### config.mk
export PLATFORM = sky130hd
export DESIGN_NAME = ble6_bank_cfg_loader
export DESIGN_NICKNAME = d
export VERILOG_FILES = /design/src/rtl/ble6_bank_cfg_loader.sv
export SDC_FILE = /design/constraint.sdc
export NUM_CORES = 1
export LEC_CHECK = 0
export ABC_AREA = 1
export CORE_UTILIZATION = 47
export CTS_CLUSTER_SIZE = 40
export DETAILED_ROUTE_END_ITERATION = 7
export PLACE_DENSITY_LB_ADDON = 0.3
export SLEW_MARGIN = 20
export SYNTH_ARGS = -nofsm -noshare
export SYNTH_HDL_FRONTEND = slang
export SYNTH_SLANG_ARGS = --single-unit
### constraint.sdc
create_clock -name clk -period 7.5 [get_ports clk]
set_clock_uncertainty 0.15 [all_clocks]
set_input_delay 1.5 -clock clk [delete_from_list [all_inputs] [get_ports clk]]
set_output_delay 1.5 -clock clk [all_outputs]
set_load 0.03 [all_outputs]
### src/rtl/ble6_bank_cfg_loader.sv
// ble6 bank configuration loader: streams config words into a shadow register, then
// writes the bank one wl group at a time. Optional checksum word via CFG_CHECKSUM_EN.
module ble6_bank_cfg_loader #(
    parameter int unsigned CFG_BITS  = 66,
    parameter int unsigned DATA_W    = 8,
    parameter int unsigned WL_GROUP  = 11,
    parameter int unsigned SETUP_CYC = 1,
    parameter int unsigned PULSE_CYC = 2,
    parameter int unsigned HOLD_CYC  = 1
) (
    input  logic                clk,
    input  logic                reset,
    input  logic                cfg_start,
    input  logic                cfg_abort,
    input  logic                cfg_valid,
    output logic                cfg_ready,
    input  logic [DATA_W-1:0]   cfg_data,
    output logic [CFG_BITS-1:0] bl,
    output logic [CFG_BITS-1:0] wl,
    output logic                busy,
    output logic                done,
    output logic                err
);
    localparam int unsigned NWORDS  = (CFG_BITS + DATA_W - 1) / DATA_W;
    localparam int unsigned NGRP    = CFG_BITS / WL_GROUP;
`ifdef CFG_CHECKSUM_EN
    localparam int unsigned LAST_WORD = NWORDS;
`else
    localparam int unsigned LAST_WORD = NWORDS - 1;
`endif
    localparam int unsigned WCNT_W  = $clog2(NWORDS + 1);
    localparam int unsigned GRP_W   = (NGRP > 1) ? $clog2(NGRP) : 1;
    localparam int unsigned CYC_MAX = (SETUP_CYC > PULSE_CYC) ?
                                      ((SETUP_CYC > HOLD_CYC) ? SETUP_CYC : HOLD_CYC) :
                                      ((PULSE_CYC > HOLD_CYC) ? PULSE_CYC : HOLD_CYC);
    localparam int unsigned CNT_W   = $clog2(CYC_MAX + 1);

    localparam logic [CFG_BITS-1:0] WORD_MASK = CFG_BITS'({DATA_W{1'b1}});
    localparam logic [CFG_BITS-1:0] GRP_MASK  = CFG_BITS'({WL_GROUP{1'b1}});

    localparam logic [2:0] S_IDLE  = 3'd0;
    localparam logic [2:0] S_LOAD  = 3'd1;
    localparam logic [2:0] S_SETUP = 3'd2;
    localparam logic [2:0] S_PULSE = 3'd3;
    localparam logic [2:0] S_HOLD  = 3'd4;
    localparam logic [2:0] S_DONE  = 3'd5;
`ifdef CFG_CHECKSUM_EN
    localparam logic [2:0] S_CHECK = 3'd6;
`endif

    logic [2:0]          r_state,  w_state_nxt;
    logic [WCNT_W-1:0]   r_wcnt,   w_wcnt_nxt;
    logic [GRP_W-1:0]    r_grp,    w_grp_nxt;
    logic [CNT_W-1:0]    r_cnt,    w_cnt_nxt;
    logic [CFG_BITS-1:0] r_shadow, w_shadow_nxt;
    logic [CFG_BITS-1:0] r_bl,     w_bl_nxt;
    logic [CFG_BITS-1:0] r_wl,     w_wl_nxt;
    logic [CFG_BITS-1:0] w_grp_mask;
    logic [31:0]         w_shamt;
    logic                w_in_wr;
    logic                r_cfg_ready;
    logic                r_busy;
    logic                r_done;
`ifdef CFG_CHECKSUM_EN
    logic [DATA_W-1:0]   r_csum_acc, w_csum_acc_nxt;
    logic [DATA_W-1:0]   r_csum_rx,  w_csum_rx_nxt;
    logic                r_err,      w_err_nxt;
`endif

    // Next-state, counters, shadow update and next registered outputs
    always_comb begin
        w_state_nxt  = r_state;
        w_wcnt_nxt   = r_wcnt;
        w_grp_nxt    = r_grp;
        w_cnt_nxt    = r_cnt;
        w_shadow_nxt = r_shadow;
        w_shamt      = DATA_W * 32'(r_wcnt);
`ifdef CFG_CHECKSUM_EN
        w_csum_acc_nxt = r_csum_acc;
        w_csum_rx_nxt  = r_csum_rx;
        w_err_nxt      = r_err;
`endif
        if (cfg_abort) begin
            w_state_nxt = S_IDLE;
        end else begin
            case (r_state)
                S_IDLE: begin
                    if (cfg_start) begin
                        w_state_nxt = S_LOAD;
                        w_wcnt_nxt  = '0;
`ifdef CFG_CHECKSUM_EN
                        w_csum_acc_nxt = '0;
                        w_err_nxt      = 1'b0;
`endif
                    end
                end
                S_LOAD: begin
                    if (cfg_valid) begin
                        // shifts past CFG_BITS drop the unused top bits of the last word
                        w_shadow_nxt = (r_shadow & ~(WORD_MASK << w_shamt)) |
                                       (CFG_BITS'(cfg_data) << w_shamt);
                        w_wcnt_nxt   = r_wcnt + WCNT_W'(1);
`ifdef CFG_CHECKSUM_EN
                        if (r_wcnt == WCNT_W'(NWORDS)) w_csum_rx_nxt = cfg_data;
                        else                           w_csum_acc_nxt = r_csum_acc ^ cfg_data;
`endif
                        if (r_wcnt == WCNT_W'(LAST_WORD)) begin
                            w_wcnt_nxt = '0;
                            w_grp_nxt  = '0;
                            w_cnt_nxt  = '0;
`ifdef CFG_CHECKSUM_EN
                            w_state_nxt = S_CHECK;
`else
                            w_state_nxt = S_SETUP;
`endif
                        end
                    end
                end
`ifdef CFG_CHECKSUM_EN
                S_CHECK: begin
                    if (r_csum_acc == r_csum_rx) begin
                        w_state_nxt = S_SETUP;
                    end else begin
                        w_err_nxt   = 1'b1;
                        w_state_nxt = S_IDLE;
                    end
                end
`endif
                S_SETUP: begin
                    if (r_cnt == CNT_W'(SETUP_CYC - 1)) begin
                        w_cnt_nxt   = '0;
                        w_state_nxt = S_PULSE;
                    end else begin
                        w_cnt_nxt = r_cnt + CNT_W'(1);
                    end
                end
                S_PULSE: begin
                    if (r_cnt == CNT_W'(PULSE_CYC - 1)) begin
                        w_cnt_nxt   = '0;
                        w_state_nxt = S_HOLD;
                    end else begin
                        w_cnt_nxt = r_cnt + CNT_W'(1);
                    end
                end
                S_HOLD: begin
                    if (r_cnt == CNT_W'(HOLD_CYC - 1)) begin
                        w_cnt_nxt = '0;
                        if (r_grp == GRP_W'(NGRP - 1)) begin
                            w_state_nxt = S_DONE;
                        end else begin
                            w_grp_nxt   = r_grp + GRP_W'(1);
                            w_state_nxt = S_SETUP;
                        end
                    end else begin
                        w_cnt_nxt = r_cnt + CNT_W'(1);
                    end
                end
                S_DONE:  w_state_nxt = S_IDLE;
                default: w_state_nxt = S_IDLE;
            endcase
        end

        w_grp_mask = GRP_MASK << (WL_GROUP * 32'(w_grp_nxt));
        w_in_wr    = (w_state_nxt == S_SETUP) || (w_state_nxt == S_PULSE) ||
                     (w_state_nxt == S_HOLD);
        w_bl_nxt   = w_in_wr ? (w_shadow_nxt & w_grp_mask) : '0;
        w_wl_nxt   = (w_state_nxt == S_PULSE) ? w_grp_mask : '0;
    end

    always_ff @(posedge clk or posedge reset) begin
        if (reset) begin
            r_state     <= S_IDLE;
            r_wcnt      <= '0;
            r_grp       <= '0;
            r_cnt       <= '0;
            r_shadow    <= '0;
            r_bl        <= '0;
            r_wl        <= '0;
            r_cfg_ready <= 1'b0;
            r_busy      <= 1'b0;
            r_done      <= 1'b0;
        end else begin
            r_state     <= w_state_nxt;
            r_wcnt      <= w_wcnt_nxt;
            r_grp       <= w_grp_nxt;
            r_cnt       <= w_cnt_nxt;
            r_shadow    <= w_shadow_nxt;
            r_bl        <= w_bl_nxt;
            r_wl        <= w_wl_nxt;
            r_cfg_ready <= (w_state_nxt == S_LOAD);
            r_busy      <= (w_state_nxt != S_IDLE);
            r_done      <= (w_state_nxt == S_DONE);
        end
    end

`ifdef CFG_CHECKSUM_EN
    always_ff @(posedge clk or posedge reset) begin
        if (reset) begin
            r_csum_acc <= '0;
            r_csum_rx  <= '0;
            r_err      <= 1'b0;
        end else begin
            r_csum_acc <= w_csum_acc_nxt;
            r_csum_rx  <= w_csum_rx_nxt;
            r_err      <= w_err_nxt;
        end
    end
    assign err = r_err;
`else
    assign err = 1'b0;
`endif

    assign cfg_ready = r_cfg_ready;
    assign busy      = r_busy;
    assign done      = r_done;
    assign bl        = r_bl;
    assign wl        = r_wl;

endmodule

==> out/metrics.cfg, run 1 <==
[timing]
final-setup-viol-count = 0
fin_tns_setup_ns = 0
finalCritPeriodShare_pct = 54.12
grt_setup_unrepaired = no
period_needed_ns = 4.059
worst_pin_slew_ns = 0.8597
drv_slew = 0
slew_headroom_pct = 42.68
hold_viol = 0
max_freq_ghz = 0.2464

[floorplan]
core-area_sq_um = 14590
die-area_sq_um = 15540
fp.dieH_um = 124.7
rows = 44
boundaryPins = 149
fp.dieW_um = 124.7
start_util_pct = 48.47

[logic_synthesis]
syn_area_sq_um = 7072
ys.flop_type = dfrtp_1
synth.ff_latch_count = 153
yosysWarningCount = 0
synthesis.nets = 723
seq_area_frac_synth_pct = 54.14
synth-edff-count = 0
synthDistinctLibCells = 37
async_reset_ff_share_pct = 100.0
avgSynthCellArea_sq_um = 10.13
postSynthCellCount = 698

[clock_tree]
numCtsBuffers = 17
path_clk_slew_ns = 0.06
ctsHoldBuffers = 0
cts_resized = 0
htree_levels = 4
cts_buffer_depth = 2
clkLatencyLatePin_ns = 0.43
cts_tree = done
root_buffer = clkbuf_16
clock_sinks = 153
postCtsSetupRepairBufs = 0

[worst_setup_path]
cp.arrival_ns = 4.21
crit_path_end_kind = flop
cp.required_ns = 7.65
reg2reg_slack_ns = 3.68
cp_max_fo = 28
r2r_start = r_wcnt[1]
start_kind = input pin
critPathLaunch = cfg_abort
critPathKind = input pin to flop

[job]
cap_violations = 0

[min_path]
hp-class = flop to flop
hp-start = r_shadow[57]

[status]
status = completed

[placed_design]
gp_congestion = 0.8717
port_buffers = 147
placed_cells = 944
hpwl_mm = 10.92

[power]
power_density_nw_per_um2 = 237.1
p_int_uw = 1487
p_sw_share_pct = 28.30
p_leak_uw = 0.004059
ir_drop_mv = 0.1298
clockPowerShare_pct = 39.3
combPwrFrac_pct = 14.5
power_frac_seq_pct = 46.1
p_sw_uw = 586.7

[global_routing]
grt_usage_pct = 21.54
grt_pass1_vias = 4962
gr-usage-met3_pct = 5.069
antenna_found_initial = 0
grt_max_degree = 100
grt-ovfl-total = 0
grt_use_met1_pct = 27.83
grt_util_met2_pct = 34.77
grt_pass1_wl_mm = 25.89
gr-max-usage-layer = met2

[finish]
layout.cells.most_common = dfrtp_1
drive_gt1_share_pct = 14.14
syn2layout_area_growth_pct = 23.64
nets = 805
diodes = 0
stdcell_count = 976
layout_common_cells = 153 x dfrtp_1, 147 x clkdlybuf4s50_1, 94 x nand2_1

[route]
drt.antenna.violating_nets = 0
dr.pass1.iters = 6
num_vias = 5093
wl_mm = 16.08
wl_per_cell_um = 16.47
drt_first_iter_violations = 409
vias_per_cell = 5.218
drc = 0

state kept, by name (all words and copies together) (netlist names), 2 cells and up:
| signal | cells |
|---|---|
| bl | 66 |
| r_shadow | 66 |
| wl | 6 |
| r_wcnt | 4 |
| r_grp | 3 |
| r_state | 3 |
| r_cnt | 2 |
path summary, 6_finish.rpt:
check / end / depth (start not counted)
max: bl[16] / 7
min: r_shadow[57] / 2
max reg2reg: bl[1] / 12
min reg2reg: r_shadow[57] / 2
max in group asynchronous: r_shadow[51] / 3
min in group asynchronous: wl[21] / 2
kinds of logic (layout without fill, tap and decap cells):
family / after synthesis / after routing / share of synthesized area [%]
other: 1 / 1 / 0.05303
AND/OR/NAND/NOR: 273 / 273 / 21.76
AO/OA/AOI/OAI: 72 / 72 / 7.396
buffers and inverters: 187 / 281 / 14.53
adder cells (fa/ha/maj): 12 / 12 / 2.123
flip-flops: 153 / 153 / 54.14
cell usage after synthesis, types with 3 or more instances:
cell type / n / share of area (%)
dfrtp_1: 153 / 54
nand2_1: 94 / 5.0
inv_1: 92 / 4.9
buf_4: 68 / 7.2
nor2_1: 47 / 2.5
nor3_2: 44 / 6.2
a22oi_1: 36 / 3.8
nor3_1: 30 / 2.1
nand4_1: 18 / 1.6
nand3_1: 16 / 1.1
o21a_1: 14 / 1.5
ha_1: 12 / 2.1
buf_6: 8 / 1.3
o21ai_0: 8 / 0.57
buf_2: 6 / 0.42
inv_2: 6 / 0.32
a21oi_1: 5 / 0.35
nand2_2: 5 / 0.44
nand3_2: 5 / 0.71
nor2_2: 5 / 0.44
nor2_4: 4 / 0.64
buf_1: 3 / 0.16
critical path: stages:
cell,delay [ns]
clkdlybuf4s50_1,0.69
nor3_4,0.54
inv_2,0.08
nor2_4,0.55
nand2_1,0.39
a22oi_1,0.36
nor3_2,0.08
per-stage QoR:
step	area (sq um)	worst slack, ns	hold WS, ns	total power, uW	util, %
after global placement	8152	3.073	0.3071	1255	55.87
final	8743	3.441	0.3293	2073	59.93
after detailed placement	8152	2.973	0.3151	1265	55.87
after global routing	8743	3.263	0.3558	2161	59.93
after CTS	8716	3.346	0.3295	2086	59.74
after floorplan	7072	1.729	0.2886	1196	-
metal layers:
metal	vias to the layer above	routed length (um)
li1	2346	-
met1	2476	6951
met2	245	7752
met3	26	1032
met4	0	343
met5	-	0
layout make-up:
type	instances	area, sq um
repair buffers	150	1514
multi-input cells	358	2223
flip-flops and latches	153	3829
fillers	1178	5846
well taps	184	230.2
inverters	100	382.9
clock inverters	10	93.84
clock buffers	21	470.5
power groups by stage:
stage	clock, uW	sequential, uW	combinational (uW)
after global routing	863	965	333
after CTS	829	956	301
after floorplan	0	956	240
after global placement	0	966	289
final	815	956	302
after detailed placement	0	969	296
Power figures use the tool's default switching activity.
==> run 2, diff against run 1 <==
--- a/config.mk
+++ b/config.mk
@@ -6,7 +6,7 @@
 export NUM_CORES = 1
 export LEC_CHECK = 0
 export ABC_AREA = 1
-export CORE_UTILIZATION = 47
+export CORE_UTILIZATION = 46
 export CTS_CLUSTER_SIZE = 40
 export DETAILED_ROUTE_END_ITERATION = 7
 export PLACE_DENSITY_LB_ADDON = 0.3
==> constraint.sdc (replaced) <==
create_clock -name clk -period 3.7 [get_ports clk]
set_clock_uncertainty 0.15 [all_clocks]
set_input_delay 0.74 -clock clk [delete_from_list [all_inputs] [get_ports clk]]
set_output_delay 0.74 -clock clk [all_outputs]
set_load 0.03 [all_outputs]
==> out/metrics.cfg, run 2 (same netlist as run 1, synthesis figures left out) <==
[global_routing]
grt_max_degree = 78
grt_util_met2_pct = 34.74
grt_use_met1_pct = 26.86
antenna_found_initial = 0
gr-max-usage-layer = met2
grt_pass1_wl_mm = 25.66
grt_pass1_vias = 5041
grt_usage_pct = 21.04
gr-usage-met3_pct = 4.715
grt-ovfl-total = 0

[worst_setup_path]
cp.arrival_ns = 2.94
cpMaxStageDelayCell = dfrtp_1
cp.required_ns = 3.88
cp_max_fo = 19
crit_path_end_kind = flop
path_cells = inv_1 -> ha_1 -> nand4_1 -> nand2_1 -> nand2_1 -> o21ai_2 -> nand2_4 -> inv_4 -> nand3_2 -> nor3_1
cp_common_cell = nand2_1
start_kind = flop
slowest_delay_ns = 0.60
critPathKind = flop to flop

[route]
drt.antenna.violating_nets = 0
drt_first_iter_violations = 358
wl_mm = 15.83
dr.pass1.iters = 6
num_vias = 5031
wl_per_cell_um = 16.05
vias_per_cell = 5.102
drc = 0

[clock_tree]
cts_resized = 0
ctsHoldBuffers = 0
postCtsSetupRepairBufs = 0
cts_tree = done
numCtsBuffers = 17
cts_buffer_depth = 2
htree_levels = 4
path_clk_slew_ns = 0.06
root_buffer = clkbuf_16
clkLatencyLatePin_ns = 0.43
clock_sinks = 153

[finish]
nets = 816
drive_gt1_share_pct = 15.09
stdcell_count = 986
layout.cells.most_common = dfrtp_1
diodes = 0
syn2layout_area_growth_pct = 24.95
layout_common_cells = 153 x dfrtp_1, 147 x clkdlybuf4s50_1, 94 x nand2_1

[status]
status = completed

[floorplan]
rows = 44
fp.dieW_um = 126.0
fp.dieH_um = 126.0
core-area_sq_um = 14750
die-area_sq_um = 15870
boundaryPins = 149
start_util_pct = 47.93

[placed_design]
port_buffers = 147
gp_congestion = 0.8676
placed_cells = 956
hpwl_mm = 11.26

[timing]
finalCritPeriodShare_pct = 74.60
fin_tns_setup_ns = 0
max_freq_ghz = 0.3623
slew_headroom_pct = 59.43
grt_setup_unrepaired = no
finalHoldWorstSlack_ns = 0.3270
drv_slew = 0
worst_pin_slew_ns = 0.6085
hold_viol = 0
period_needed_ns = 2.760
final-setup-viol-count = 0

[job]
cap_violations = 0

[min_path]
hp-class = flop to flop

[power]
ir_drop_mv = 0.2781
p_leak_uw = 0.004112
power_density_nw_per_um2 = 480.4

run 2: cell count changes in the layout (fill, tap and decap cells not counted), sizes merged:
cell    previous run  this run
clkbuf            21        20
clkinv             5         7
buf                3        14
inv              101        98
bufinv             1         2
run 2: layer usage:
metal / up-vias / routed length, um
li1: 2376 / -
met1: 2447 / 6818
met2: 181 / 7824
met3: 27 / 886
met4: 0 / 301
met5: - / 0
run 2: metrics by stage:
| stage | power [uW] | cell area (sq um) | setup slack (ns) | util, % |
|---|---|---|---|---|
| after floorplan | 2424 | 7076 | 0.8791 | - |
| after global placement | 2568 | 8265 | 0.6649 | 56.02 |
| after detailed placement | 2597 | 8265 | 0.6143 | 56.02 |
| after CTS | 4271 | 8836 | 0.9173 | 59.89 |
| after global routing | 4437 | 8836 | 0.6656 | 59.89 |
| final | 4245 | 8836 | 0.9399 | 59.89 |
run 2: area by class of cell:
type / instances / area (sq um)
timing repair buffer: 161 / 1602
multi-input combinational: 358 / 2223
sequential: 153 / 3829
tap: 184 / 230.2
clock buffer: 20 / 446.7
fill: 1221 / 5918
inverter: 100 / 381.6
clock inverter: 10 / 123.9
run 2: where the power goes:
part	internal (uW)	leakage, uW	switching, uW
combinational	201	0.00178	432
sequential	1850	0.00206	86.8
clock	1000	0.000272	668
run 2: final timing paths:
path / start / to / slack (ns) / cells after the start
worst max register to register: r_wcnt[0] / bl[1] / 0.94 / 10
min in group asynchronous: reset / r_cnt[0] / 0.51 / 2
worst min register to register: r_shadow[58] / r_shadow[58] / 0.33 / 2
max in group asynchronous: reset / bl[37] / 2.16 / 3
worst max-delay path: r_wcnt[0] / bl[1] / 0.94 / 10
worst min-delay path: r_shadow[58] / r_shadow[58] / 0.33 / 2
run 2: worst max-delay path: cells and delay by family, from the launching register on:
family / cells / cell delay, ns
AND/OR/NAND/NOR: 6 / 1.14
flip-flops: 1 / 0.60
buffers and inverters: 2 / 0.33
adder cells (fa/ha/maj): 1 / 0.26
AO/OA/AOI/OAI: 1 / 0.18
==> run 3, diff against run 2 <==
--- a/config.mk
+++ b/config.mk
@@ -6,7 +6,7 @@
 export NUM_CORES = 1
 export LEC_CHECK = 0
 export ABC_AREA = 1
-export CORE_UTILIZATION = 46
+export CORE_UTILIZATION = 47
 export CTS_CLUSTER_SIZE = 40
 export DETAILED_ROUTE_END_ITERATION = 7
 export PLACE_DENSITY_LB_ADDON = 0.3
==> constraint.sdc (replaced) <==
create_clock -name clk -period 2.6 [get_ports clk]
set_clock_uncertainty 0.15 [all_clocks]
set_input_delay 0.52 -clock clk [delete_from_list [all_inputs] [get_ports clk]]
set_output_delay 0.52 -clock clk [all_outputs]
set_load 0.03 [all_outputs]
==> out/metrics.cfg, run 3 (same netlist as run 1, synthesis figures left out) <==
[worst_setup_path]
start_kind = flop
path_cells = clkinv_1 -> ha_2 -> nand4_1 -> nand2_1 -> nand2_1 -> o21ai_2 -> nand2_4 -> inv_4 -> nand3_2 -> buf_4 -> nor3_2
cp_common_cell = nand2_1
cp.arrival_ns = 2.60
path_delay_family = simple AND/OR/NAND/NOR gates
path_buf_inv = 3
critPathKind = flop to flop
cp.required_ns = 2.79
crit_path_end_kind = flop
slowest_delay_ns = 0.49
cpMaxStageDelayCell = dfrtp_2
cp_max_fo = 14

[clock_tree]
root_buffer = clkbuf_16
numCtsBuffers = 17
path_clk_slew_ns = 0.06
cts_tree = done
postCtsSetupRepairBufs = 0
clock_sinks = 153
htree_levels = 4
clkLatencyLatePin_ns = 0.43
cts_buffer_depth = 2

[status]
status = completed

[timing]
grt_setup_unrepaired = no
max_freq_ghz = 0.4163
drv_slew = 0
hold_viol = 0
finalCritPeriodShare_pct = 92.39
fin_ws_ns = 0.1979
period_needed_ns = 2.402
final-setup-viol-count = 0
finalHoldWorstSlack_ns = 0.3277
fin_tns_setup_ns = 0

[route]
vias_per_cell = 5.147
drc = 0
num_vias = 5157
drt.antenna.violating_nets = 0
wl_per_cell_um = 16.32
dr.pass1.iters = 5
drt_first_iter_violations = 393
wl_mm = 16.35

[floorplan]
boundaryPins = 149
fp.dieW_um = 124.7
die-area_sq_um = 15540
rows = 44
start_util_pct = 48.47
core-area_sq_um = 14590
fp.dieH_um = 124.7

[global_routing]
grt_pass1_vias = 5089
antenna_found_initial = 0
grt-ovfl-total = 0
grt_max_degree = 88
grt_usage_pct = 22.29
grt_pass1_wl_mm = 26.70

[min_path]
hp-class = flop to flop

[job]
cap_violations = 0

[finish]
layout_common_cells = 152 x dfrtp_1, 147 x clkdlybuf4s50_1, 94 x nand2_1
nets = 831
nFillCells = 1149
fin_util_pct = 61.64
drive_gt1_share_pct = 16.99
diodes = 0
syn2layout_area_growth_pct = 27.16
layout.cells.most_common = dfrtp_1

[placed_design]
port_buffers = 147
hpwl_mm = 11.69
place_ws_ns = -0.02855
gp_congestion = 0.9371

[power]
ir_drop_mv = 0.4232
fin_total_pwr_uw = 5960
p_leak_uw = 0.004198
power_density_nw_per_um2 = 662.7

-- run 3: cell count changes in the layout (fill, tap and decap cells not counted), sizes merged --
cell / previous run / this run
clkinvlp: 3 / 5
bufinv: 2 / 1
clkinv: 7 / 6
clkbuf: 20 / 19
inv: 98 / 100
buf: 14 / 29
-- run 3: repair_timing --
action,in CTS,in global routing
hold buffers,0,0
setup endpoints to repair,0,18
resized for setup,0,2
-- run 3: routing by layer --
layer	part of all wire, %	global-route usage [%]	vias up
li1	-	-	2405
met1	43	29.73	2490
met2	49	34.48	219
met3	5.9	4.983	43
met4	2.8	10.70	0
met5	0	0	-
-- run 3: power breakdown --
| group | internal, uW | leakage [uW] | switching (uW) |
|---|---|---|---|
| Sequential | 2640 | 0.00205 | 105 |
| Clock | 1300 | 0.000255 | 948 |
| Combinational | 330 | 0.00189 | 636 |
| Total | 4270 | 0.00420 | 1690 |
-- run 3: final cells by class --
class / count / area, sq um / share of cell area (%)
Tap cell: 184 / 230.2 / 2.560
Clock buffer: 19 / 432.9 / 4.814
Sequential cell: 153 / 3830 / 42.59
Clock inverter: 12 / 102.6 / 1.141
Timing Repair Buffer: 176 / 1789 / 19.90
Multi-Input combinational cell: 358 / 2226 / 24.75
Inverter: 100 / 381.6 / 4.244
-- run 3: per-stage QoR --
step                std cells  area [sq um]
global placement          971          8453
detailed placement        971          8453
global route             1002          8992
floorplan                 698          7076
finish                   1002          8992
CTS                      1002          8989
-- run 3: worst register-to-register path, delay by kind of cell, from the launching register on --
| family | cells | cell delay (ns) |
|---|---|---|
| AND/OR/NAND/NOR | 6 | 0.79 |
| flip-flops | 1 | 0.49 |
| buffers and inverters | 3 | 0.48 |
| adder cells (fa/ha/maj) | 1 | 0.22 |
| AO/OA/AOI/OAI | 1 | 0.19 |
-- run 3: final timing paths --
check | startpoint | end | slack, ns | cells after the start
min in group asynchronous | reset | bl[63] | 0.42 | 3
worst min-delay path | r_shadow[61] | r_shadow[61] | 0.33 | 2
worst max-delay path | r_wcnt[1] | bl[8] | 0.20 | 11
worst max register to register | r_wcnt[1] | bl[8] | 0.20 | 11
worst min register to register | r_shadow[61] | r_shadow[61] | 0.33 | 2
max in group asynchronous | reset | bl[11] | 1.48 | 3
